===== config.mk =====
export PLATFORM = sky130hd
export DESIGN_NAME = video_mux_cfg_master_flat
export DESIGN_NICKNAME = d
export VERILOG_FILES = /design/src/rtl/video_mux_cfg_master_if.sv /design/src/rtl/video_mux_cfg_master.sv /design/src/flat_wrapper.sv
export SDC_FILE = /design/constraint.sdc
export NUM_CORES = 1
export LEC_CHECK = 0
export CORE_ASPECT_RATIO = 0.7
export CORE_MARGIN = 2
export CORE_UTILIZATION = 35
export DETAILED_ROUTE_END_ITERATION = 12
export DONT_BUFFER_PORTS = 1
export GPL_TIMING_DRIVEN = 0
export PLACE_DENSITY_LB_ADDON = 0.25
export RECOVER_POWER = 100
export SETUP_SLACK_MARGIN = 0.3
export SKIP_CTS_REPAIR_TIMING = 1
export SLEW_MARGIN = 30
export SYNTH_ARGS = -nofsm -noshare
export SYNTH_HDL_FRONTEND = slang
export SYNTH_SLANG_ARGS = --single-unit

===== constraint.sdc =====
create_clock -name ACLK -period 2.1 [get_ports ACLK]
set_clock_uncertainty 0.2 [all_clocks]
set_input_delay 0.105 -clock ACLK [delete_from_list [all_inputs] [get_ports ACLK]]
set_output_delay 0.105 -clock ACLK [all_outputs]
set_load 0.01 [all_outputs]

===== src/rtl/video_mux_cfg_master_if.sv =====
// AXI4-Lite bus bundle between the video mux configuration master and its
// register slave. Signal names keep the M_AXI_* form of the master ports.
//
// Handshake rule for every channel (AW, W, B, AR, R): a transfer happens on
// the rising clock edge where VALID and READY are both 1. A source that has
// raised VALID keeps it high, with its payload unchanged, until that edge.
// READY may rise before, with, or after VALID.
interface video_mux_cfg_master_if #(
  parameter int ADDR_W = 32,
  parameter int DATA_W = 32
);
  logic [ADDR_W-1:0]   M_AXI_AWADDR;
  logic                M_AXI_AWVALID;
  logic                M_AXI_AWREADY;
  logic [DATA_W-1:0]   M_AXI_WDATA;
  logic [DATA_W/8-1:0] M_AXI_WSTRB;
  logic                M_AXI_WVALID;
  logic                M_AXI_WREADY;
  logic [1:0]          M_AXI_BRESP;
  logic                M_AXI_BVALID;
  logic                M_AXI_BREADY;
  logic [ADDR_W-1:0]   M_AXI_ARADDR;
  logic                M_AXI_ARVALID;
  logic                M_AXI_ARREADY;
  logic [DATA_W-1:0]   M_AXI_RDATA;
  logic [1:0]          M_AXI_RRESP;
  logic                M_AXI_RVALID;
  logic                M_AXI_RREADY;

  modport master (
    output M_AXI_AWADDR, M_AXI_AWVALID, M_AXI_WDATA, M_AXI_WSTRB, M_AXI_WVALID,
    output M_AXI_BREADY, M_AXI_ARADDR, M_AXI_ARVALID, M_AXI_RREADY,
    input  M_AXI_AWREADY, M_AXI_WREADY, M_AXI_BRESP, M_AXI_BVALID,
    input  M_AXI_ARREADY, M_AXI_RDATA, M_AXI_RRESP, M_AXI_RVALID
  );

  modport slave (
    input  M_AXI_AWADDR, M_AXI_AWVALID, M_AXI_WDATA, M_AXI_WSTRB, M_AXI_WVALID,
    input  M_AXI_BREADY, M_AXI_ARADDR, M_AXI_ARVALID, M_AXI_RREADY,
    output M_AXI_AWREADY, M_AXI_WREADY, M_AXI_BRESP, M_AXI_BVALID,
    output M_AXI_ARREADY, M_AXI_RDATA, M_AXI_RRESP, M_AXI_RVALID
  );
endinterface


===== src/rtl/video_mux_cfg_master.sv =====
// Video mux configuration master: on a rising edge of INIT_AXI_TXN it writes
// C_SEED+i to register i (address C_BASE_ADDR+4*i) for i = 0..C_NUM_REGS-1
// over AXI4-Lite, one transfer at a time, and raises TXN_DONE at the end.
// ERROR is sticky for the sequence and reports any non-OKAY response.
//
// Build option: define VIDEO_MUX_CFG_READBACK_EN to add a read-back pass
// that reads every register again and flags ERROR on a data mismatch.
// Without it the read channel is held idle (ARVALID/RREADY/ARADDR = 0).
module video_mux_cfg_master #(
  parameter int          C_M_AXI_ADDR_WIDTH = 32,
  parameter int          C_M_AXI_DATA_WIDTH = 32,
  parameter int          C_NUM_REGS         = 4,
  parameter logic [31:0] C_BASE_ADDR        = 32'h0000_0000,
  parameter logic [31:0] C_SEED             = 32'h0000_0001
) (
  input  logic                   ACLK,
  input  logic                   ARESET,
  input  logic                   INIT_AXI_TXN,
  output logic                   TXN_DONE,
  output logic                   ERROR,
  output logic [2:0]             dbg_state_o,
  video_mux_cfg_master_if.master m_axi
);

  localparam int AW = C_M_AXI_ADDR_WIDTH;
  localparam int DW = C_M_AXI_DATA_WIDTH;
  localparam logic [3:0] LAST_IDX = 4'(C_NUM_REGS - 1);

  typedef enum logic [2:0] {
    ST_IDLE    = 3'd0,
    ST_WR_REQ  = 3'd1,
    ST_WR_RESP = 3'd2,
    ST_RD_REQ  = 3'd3,
    ST_RD_RESP = 3'd4,
    ST_DONE    = 3'd5
  } state_t;

  state_t        state_q;
  logic [3:0]    idx_q;
  logic          init_q;
  logic          awvalid_q;
  logic          wvalid_q;
  logic          bready_q;
  logic [AW-1:0] awaddr_q;
  logic [DW-1:0] wdata_q;
  logic          done_q;
  logic          error_q;

  logic          start;
  logic          aw_done;
  logic          w_done;
  logic [3:0]    idx_next;

  function automatic logic [AW-1:0] reg_addr(input logic [3:0] idx);
    return AW'(C_BASE_ADDR) + AW'({idx, 2'b00});
  endfunction

  function automatic logic [DW-1:0] reg_data(input logic [3:0] idx);
    return DW'(C_SEED + 32'(idx));
  endfunction

  // Start only on a fresh 0->1 transition of the request line.
  assign start    = INIT_AXI_TXN & ~init_q;
  // A write channel counts as done once its VALID has dropped or READY is seen now.
  assign aw_done  = ~awvalid_q | m_axi.M_AXI_AWREADY;
  assign w_done   = ~wvalid_q  | m_axi.M_AXI_WREADY;
  assign idx_next = idx_q + 4'd1;

`ifdef VIDEO_MUX_CFG_READBACK_EN
  logic          arvalid_q;
  logic          rready_q;
  logic [AW-1:0] araddr_q;
`endif

  // Sequencer: walks writes, optional read-back, and holds the result in DONE.
  always_ff @(posedge ACLK) begin
    if (ARESET) begin
      state_q   <= ST_IDLE;
      idx_q     <= '0;
      init_q    <= 1'b0;
      awvalid_q <= 1'b0;
      wvalid_q  <= 1'b0;
      bready_q  <= 1'b0;
      awaddr_q  <= '0;
      wdata_q   <= '0;
      done_q    <= 1'b0;
      error_q   <= 1'b0;
`ifdef VIDEO_MUX_CFG_READBACK_EN
      arvalid_q <= 1'b0;
      rready_q  <= 1'b0;
      araddr_q  <= '0;
`endif
    end else begin
      init_q <= INIT_AXI_TXN;
      case (state_q)
        ST_IDLE, ST_DONE: begin
          if (start) begin
            state_q   <= ST_WR_REQ;
            idx_q     <= '0;
            done_q    <= 1'b0;
            error_q   <= 1'b0;
            awaddr_q  <= reg_addr(4'd0);
            wdata_q   <= reg_data(4'd0);
            awvalid_q <= 1'b1;
            wvalid_q  <= 1'b1;
          end
        end
        ST_WR_REQ: begin
          // AW and W retire independently; move on when both have.
          if (m_axi.M_AXI_AWREADY) awvalid_q <= 1'b0;
          if (m_axi.M_AXI_WREADY)  wvalid_q  <= 1'b0;
          if (aw_done && w_done) begin
            state_q  <= ST_WR_RESP;
            bready_q <= 1'b1;
          end
        end
        ST_WR_RESP: begin
          if (m_axi.M_AXI_BVALID) begin
            bready_q <= 1'b0;
            if (m_axi.M_AXI_BRESP != 2'b00) error_q <= 1'b1;
            if (idx_q != LAST_IDX) begin
              idx_q     <= idx_next;
              awaddr_q  <= reg_addr(idx_next);
              wdata_q   <= reg_data(idx_next);
              awvalid_q <= 1'b1;
              wvalid_q  <= 1'b1;
              state_q   <= ST_WR_REQ;
            end else begin
              idx_q <= '0;
`ifdef VIDEO_MUX_CFG_READBACK_EN
              araddr_q  <= reg_addr(4'd0);
              arvalid_q <= 1'b1;
              state_q   <= ST_RD_REQ;
`else
              done_q  <= 1'b1;
              state_q <= ST_DONE;
`endif
            end
          end
        end
`ifdef VIDEO_MUX_CFG_READBACK_EN
        ST_RD_REQ: begin
          if (m_axi.M_AXI_ARREADY) begin
            arvalid_q <= 1'b0;
            rready_q  <= 1'b1;
            state_q   <= ST_RD_RESP;
          end
        end
        ST_RD_RESP: begin
          if (m_axi.M_AXI_RVALID) begin
            rready_q <= 1'b0;
            if ((m_axi.M_AXI_RRESP != 2'b00) || (m_axi.M_AXI_RDATA != reg_data(idx_q)))
              error_q <= 1'b1;
            if (idx_q != LAST_IDX) begin
              idx_q     <= idx_next;
              araddr_q  <= reg_addr(idx_next);
              arvalid_q <= 1'b1;
              state_q   <= ST_RD_REQ;
            end else begin
              idx_q   <= '0;
              done_q  <= 1'b1;
              state_q <= ST_DONE;
            end
          end
        end
`endif
        default: state_q <= ST_IDLE;
      endcase
    end
  end

  assign m_axi.M_AXI_AWADDR  = awaddr_q;
  assign m_axi.M_AXI_AWVALID = awvalid_q;
  assign m_axi.M_AXI_WDATA   = wdata_q;
  assign m_axi.M_AXI_WSTRB   = '1;
  assign m_axi.M_AXI_WVALID  = wvalid_q;
  assign m_axi.M_AXI_BREADY  = bready_q;
`ifdef VIDEO_MUX_CFG_READBACK_EN
  assign m_axi.M_AXI_ARADDR  = araddr_q;
  assign m_axi.M_AXI_ARVALID = arvalid_q;
  assign m_axi.M_AXI_RREADY  = rready_q;
`else
  assign m_axi.M_AXI_ARADDR  = '0;
  assign m_axi.M_AXI_ARVALID = 1'b0;
  assign m_axi.M_AXI_RREADY  = 1'b0;

  // Read-channel inputs are deliberately ignored when read-back is absent.
  logic unused_rd_inputs;
  assign unused_rd_inputs = ^{m_axi.M_AXI_ARREADY, m_axi.M_AXI_RDATA,
                              m_axi.M_AXI_RRESP, m_axi.M_AXI_RVALID};
`endif

  assign TXN_DONE    = done_q;
  assign ERROR       = error_q;
  assign dbg_state_o = state_q;

endmodule

===== src/flat_wrapper.sv =====
// flat-port wrapper written by rule: the top's interface ports become plain ports
module video_mux_cfg_master_flat 
#(
  parameter int          C_M_AXI_ADDR_WIDTH = 32,
  parameter int          C_M_AXI_DATA_WIDTH = 32,
  parameter int          C_NUM_REGS         = 4,
  parameter logic [31:0] C_BASE_ADDR        = 32'h0000_0000,
  parameter logic [31:0] C_SEED             = 32'h0000_0001
)
  (ACLK, ARESET, INIT_AXI_TXN, TXN_DONE, ERROR, dbg_state_o, m_axi_M_AXI_AWADDR, m_axi_M_AXI_AWVALID, m_axi_M_AXI_WDATA, m_axi_M_AXI_WSTRB, m_axi_M_AXI_WVALID, m_axi_M_AXI_BREADY, m_axi_M_AXI_ARADDR, m_axi_M_AXI_ARVALID, m_axi_M_AXI_RREADY, m_axi_M_AXI_AWREADY, m_axi_M_AXI_WREADY, m_axi_M_AXI_BRESP, m_axi_M_AXI_BVALID, m_axi_M_AXI_ARREADY, m_axi_M_AXI_RDATA, m_axi_M_AXI_RRESP, m_axi_M_AXI_RVALID);
  video_mux_cfg_master_if m_axi_i ();
  input  logic ACLK;
  input  logic ARESET;
  input  logic INIT_AXI_TXN;
  output logic TXN_DONE;
  output logic ERROR;
  output logic [2:0] dbg_state_o;
  output wire logic [$bits(m_axi_i.M_AXI_AWADDR)-1:0] m_axi_M_AXI_AWADDR;
  output wire logic [$bits(m_axi_i.M_AXI_AWVALID)-1:0] m_axi_M_AXI_AWVALID;
  output wire logic [$bits(m_axi_i.M_AXI_WDATA)-1:0] m_axi_M_AXI_WDATA;
  output wire logic [$bits(m_axi_i.M_AXI_WSTRB)-1:0] m_axi_M_AXI_WSTRB;
  output wire logic [$bits(m_axi_i.M_AXI_WVALID)-1:0] m_axi_M_AXI_WVALID;
  output wire logic [$bits(m_axi_i.M_AXI_BREADY)-1:0] m_axi_M_AXI_BREADY;
  output wire logic [$bits(m_axi_i.M_AXI_ARADDR)-1:0] m_axi_M_AXI_ARADDR;
  output wire logic [$bits(m_axi_i.M_AXI_ARVALID)-1:0] m_axi_M_AXI_ARVALID;
  output wire logic [$bits(m_axi_i.M_AXI_RREADY)-1:0] m_axi_M_AXI_RREADY;
  input wire logic [$bits(m_axi_i.M_AXI_AWREADY)-1:0] m_axi_M_AXI_AWREADY;
  input wire logic [$bits(m_axi_i.M_AXI_WREADY)-1:0] m_axi_M_AXI_WREADY;
  input wire logic [$bits(m_axi_i.M_AXI_BRESP)-1:0] m_axi_M_AXI_BRESP;
  input wire logic [$bits(m_axi_i.M_AXI_BVALID)-1:0] m_axi_M_AXI_BVALID;
  input wire logic [$bits(m_axi_i.M_AXI_ARREADY)-1:0] m_axi_M_AXI_ARREADY;
  input wire logic [$bits(m_axi_i.M_AXI_RDATA)-1:0] m_axi_M_AXI_RDATA;
  input wire logic [$bits(m_axi_i.M_AXI_RRESP)-1:0] m_axi_M_AXI_RRESP;
  input wire logic [$bits(m_axi_i.M_AXI_RVALID)-1:0] m_axi_M_AXI_RVALID;
  assign m_axi_M_AXI_AWADDR = m_axi_i.M_AXI_AWADDR;
  assign m_axi_M_AXI_AWVALID = m_axi_i.M_AXI_AWVALID;
  assign m_axi_M_AXI_WDATA = m_axi_i.M_AXI_WDATA;
  assign m_axi_M_AXI_WSTRB = m_axi_i.M_AXI_WSTRB;
  assign m_axi_M_AXI_WVALID = m_axi_i.M_AXI_WVALID;
  assign m_axi_M_AXI_BREADY = m_axi_i.M_AXI_BREADY;
  assign m_axi_M_AXI_ARADDR = m_axi_i.M_AXI_ARADDR;
  assign m_axi_M_AXI_ARVALID = m_axi_i.M_AXI_ARVALID;
  assign m_axi_M_AXI_RREADY = m_axi_i.M_AXI_RREADY;
  assign m_axi_i.M_AXI_AWREADY = m_axi_M_AXI_AWREADY;
  assign m_axi_i.M_AXI_WREADY = m_axi_M_AXI_WREADY;
  assign m_axi_i.M_AXI_BRESP = m_axi_M_AXI_BRESP;
  assign m_axi_i.M_AXI_BVALID = m_axi_M_AXI_BVALID;
  assign m_axi_i.M_AXI_ARREADY = m_axi_M_AXI_ARREADY;
  assign m_axi_i.M_AXI_RDATA = m_axi_M_AXI_RDATA;
  assign m_axi_i.M_AXI_RRESP = m_axi_M_AXI_RRESP;
  assign m_axi_i.M_AXI_RVALID = m_axi_M_AXI_RVALID;
  video_mux_cfg_master #(.C_M_AXI_ADDR_WIDTH(C_M_AXI_ADDR_WIDTH), .C_M_AXI_DATA_WIDTH(C_M_AXI_DATA_WIDTH), .C_NUM_REGS(C_NUM_REGS), .C_BASE_ADDR(C_BASE_ADDR), .C_SEED(C_SEED)) u_core (.ACLK(ACLK), .ARESET(ARESET), .INIT_AXI_TXN(INIT_AXI_TXN), .TXN_DONE(TXN_DONE), .ERROR(ERROR), .dbg_state_o(dbg_state_o), .m_axi(m_axi_i));
endmodule

==> out/metrics.yaml <==
logic_synthesis:
  synth_edf_count: 0
  synthCells: 221
  synth_commonest_cells: "buf_4 (94), dfxtp_1 (22), nand2_1 (19)"
  synth.largest_area_cell: "buf_4"
  syn-mean-instance-area_sq_um: 8.379
  ys_seq_area_share_pct: 23.78
  ys_seq_elements: 22
  syn_area_sq_um: 1852
  ys_types: 45
  yosys-top-cells-area: "buf_4 (38%), dfxtp_1 (24%), nand2_1 (3.9%), a21oi_1 (2.7%), xnor2_1 (1.9%)"
  yosysMostFrequentCell: "buf_4"
  synthArstFlopShare_pct: 0
  yosys_warnings: 0
  synth_flop_cell: "dfxtp_1"
  synth_top_area_share_pct: 38.11
clock_network:
  cts-root-buf: "clkbuf_8"
  cts_tree: "yes"
  clkSinkCount: 22
  clock_latency_ps: 270
  clockBufferDepth: 2
  cts-htree-levels: 1
  cts_buffers: 3
  clkSlewWorstSetupHoldPaths_ps: 80
run_status:
  outcome: "completed"
critical_path:
  timing.rr.start: "u_core.dbg_state_o[1]"
  startpoint: "u_core.dbg_state_o[1]"
  max_stage_delay_ps: 400
  timing.rr.end: "u_core.m_axi.M_AXI_AWADDR[4]"
  rrSetupSlack_ps: 200
  path_depth: 4
  worstPathCellList: "or3b_1 -> a21o_1 -> a22o_4 -> a32o_1"
  cp_num_buf_inv: 0
  startpoint_type: "flop"
  critPathMaxFanout: 6
  rr_worst_depth: 4
  critPathArrivalTime_ps: 1860
  worstSetupEndpoint: "u_core.m_axi.M_AXI_AWADDR[4]"
  path_delay_family: "compound AO/OA/AOI/OAI gates"
  end_kind: "flop"
  cp_slowest_cell: "or3b_1"
  worstSetupPathType: "reg2reg"
  required_ps: 2060
place:
  gp_congestion: 0.7983
  numPortBuffers: 0
  hpwlAfterDp_um: 2943
  placed_area_sq_um: 2298
  pre_cts_ws_ps: 101.9
pwr:
  irDropWorstVdd_mv: 0.5087
  power_frac_clock_pct: 26.0
  p_leak_uw: 0.001343
  sw_frac_of_total_pct: 31.38
  cellPowerDensity_nw_per_um2: 469.1
  power_frac_comb_pct: 35.3
  p_sw_uw: 376.3
  seqPwrFrac_pct: 38.7
  p_int_uw: 822.9
routing:
  dr_total_vias: 1494
  drt-vias-per-instance: 3.671
  routed_wl_um: 3985
  drc_errors: 0
  dr.pass1.iters: 4
  drt_iter0_markers: 46
  drtAntennaViolNets: 0
  wl_per_cell_um: 9.791
timing:
  fin_crit_ps: 1899
  fmax_ghz: 0.5266
  setup_violations: 0
  rsz0062_at_grt: "yes"
  setup_ws_ps: 200.9
  hold_viol_final: 0
  maxSlewViolCount: 0
  max_slew_margin_pct: 61.28
  tightest_slew_ps: 580.9
  tns_ps: 0
  post-route-period-util_pct: 90.43
worst_hold_path:
  hold-path-cell-count: 3
  hold_start: "m_axi_M_AXI_AWREADY"
  min_path_type: "in2reg"
floorplan:
  core_area_sq_um: 5175
  die_area_sq_um: 5898
  die_h_um: 64.86
  initial_core_util_pct: 35.78
  fp.dieW_um: 90.94
  ios: 154
  rows: 22
run:
  drv_cap: 0
layout:
  area_growth_pct: 38.04
  design_area_sq_um: 2556
  multiInputGateArea_sq_um: 1032
  diodes: 0
  nets: 382
  layout-drive-gt1-share_pct: 38.21
  final-seq-area_sq_um: 451.7
  final.fill_count: 520
global_route:
  antenna_found_initial: 0
  grtUsageTotal_pct: 11.41
  grt_max_degree: 13
  grt_pass1_vias: 1096
  grt_pass1_wl_um: 5395
  grt_overflow: 0
-- layer usage --
metal / vias to the layer above / global-route usage, % / routed length, um
met3: 5 / 3.837 / 387
met2: 62 / 17.50 / 1840
li1: 786 / - / -
met5: - / 0 / 0
met4: 0 / 3.598 / 30
met1: 641 / 15.18 / 1727
-- power by group through the flow --
stage	Clock (uW)	Combinational (uW)	Sequential, uW
after floorplan	0	335	469
after global placement	0	365	475
after detailed placement	0	366	475
after CTS	321	367	465
after global routing	334	459	467
final	312	424	464
-- final cells by class --
type / count / share of cell area (%)
buffer: 98 / 28.63
clock buffer: 4 / 2.154
inverter: 6 / 0.8811
multi-input combinational: 186 / 40.38
sequential: 22 / 17.67
tap: 72 / 3.524
timing repair buffer: 19 / 6.755
-- worst min-delay path by stage --
| stage | end | slack (ps) |
|---|---|---|
| after global routing | u_core.m_axi.M_AXI_WVALID | 40 |
| after floorplan | u_core.init_q | 30 |
| after CTS | u_core.init_q | -240 |
| after detailed placement | u_core.init_q | 50 |
| after global placement | u_core.init_q | 40 |
| final | u_core.m_axi.M_AXI_AWVALID | 5 |
-- flip-flops by register name, indices dropped and copies added (netlist names) --
register and count:
u_core.ERROR 1, u_core.dbg_state_o 3, u_core.TXN_DONE 1, u_core.m_axi.M_AXI_AWADDR 4, u_core.m_axi.M_AXI_AWVALID 1, u_core.m_axi.M_AXI_BREADY 1, u_core.init_q 1, u_core.m_axi.M_AXI_WVALID 1
u_core.m_axi.M_AXI_WDATA 5, u_core.idx_q 4
-- through the flow --
step / total power [uW] / utilization, % / cells / hold slack [ps]
5_1_grt: 1259 / 49.40 / 407 / 44.21
3_3_place_gp: 839.9 / 44.41 / 384 / 39.46
2_1_floorplan: 803.7 / - / 312 / 33.18
3_5_place_dp: 841.2 / 44.41 / 384 / 46.04
4_1_cts: 1153 / 45.48 / 388 / -241.3
6_report: 1199 / 49.40 / 407 / 4.780
-- cell families (layout without fill, tap and decap cells) --
logic type	count (synthesis)	in the layout	share of synthesized area (%)
xor gates and xnor gates	4	4	1.892
DFF	22	22	23.78
other	2	93	0.4056
adders and majority gates	3	3	1.892
muxes	4	4	2.230
and+or+nand+nor	48	48	14.53
AOI/OAI and AO/OA	34	34	15.07
buffers and inverters	104	127	40.20
-- worst register-to-register path, cell delays in order (launching register included) --
cell     delay, ps
dfxtp_4        370
or3b_1         400
a21o_1         270
a22o_4         330
a32o_1         230
-- placed cells by master, fill, tap and decap left out, drive strengths merged, types with 4 or more instances in the layout --
master,instances
inv,6
dfxtp,22
xnor2,4
conb,93
nor2b,5
nor2,7
buf,107
nand3,4
a21oi,10
dlygate4sd3,7
clkbuf,7
nand2,19
Note: power is estimated with default switching activity, not from simulation.
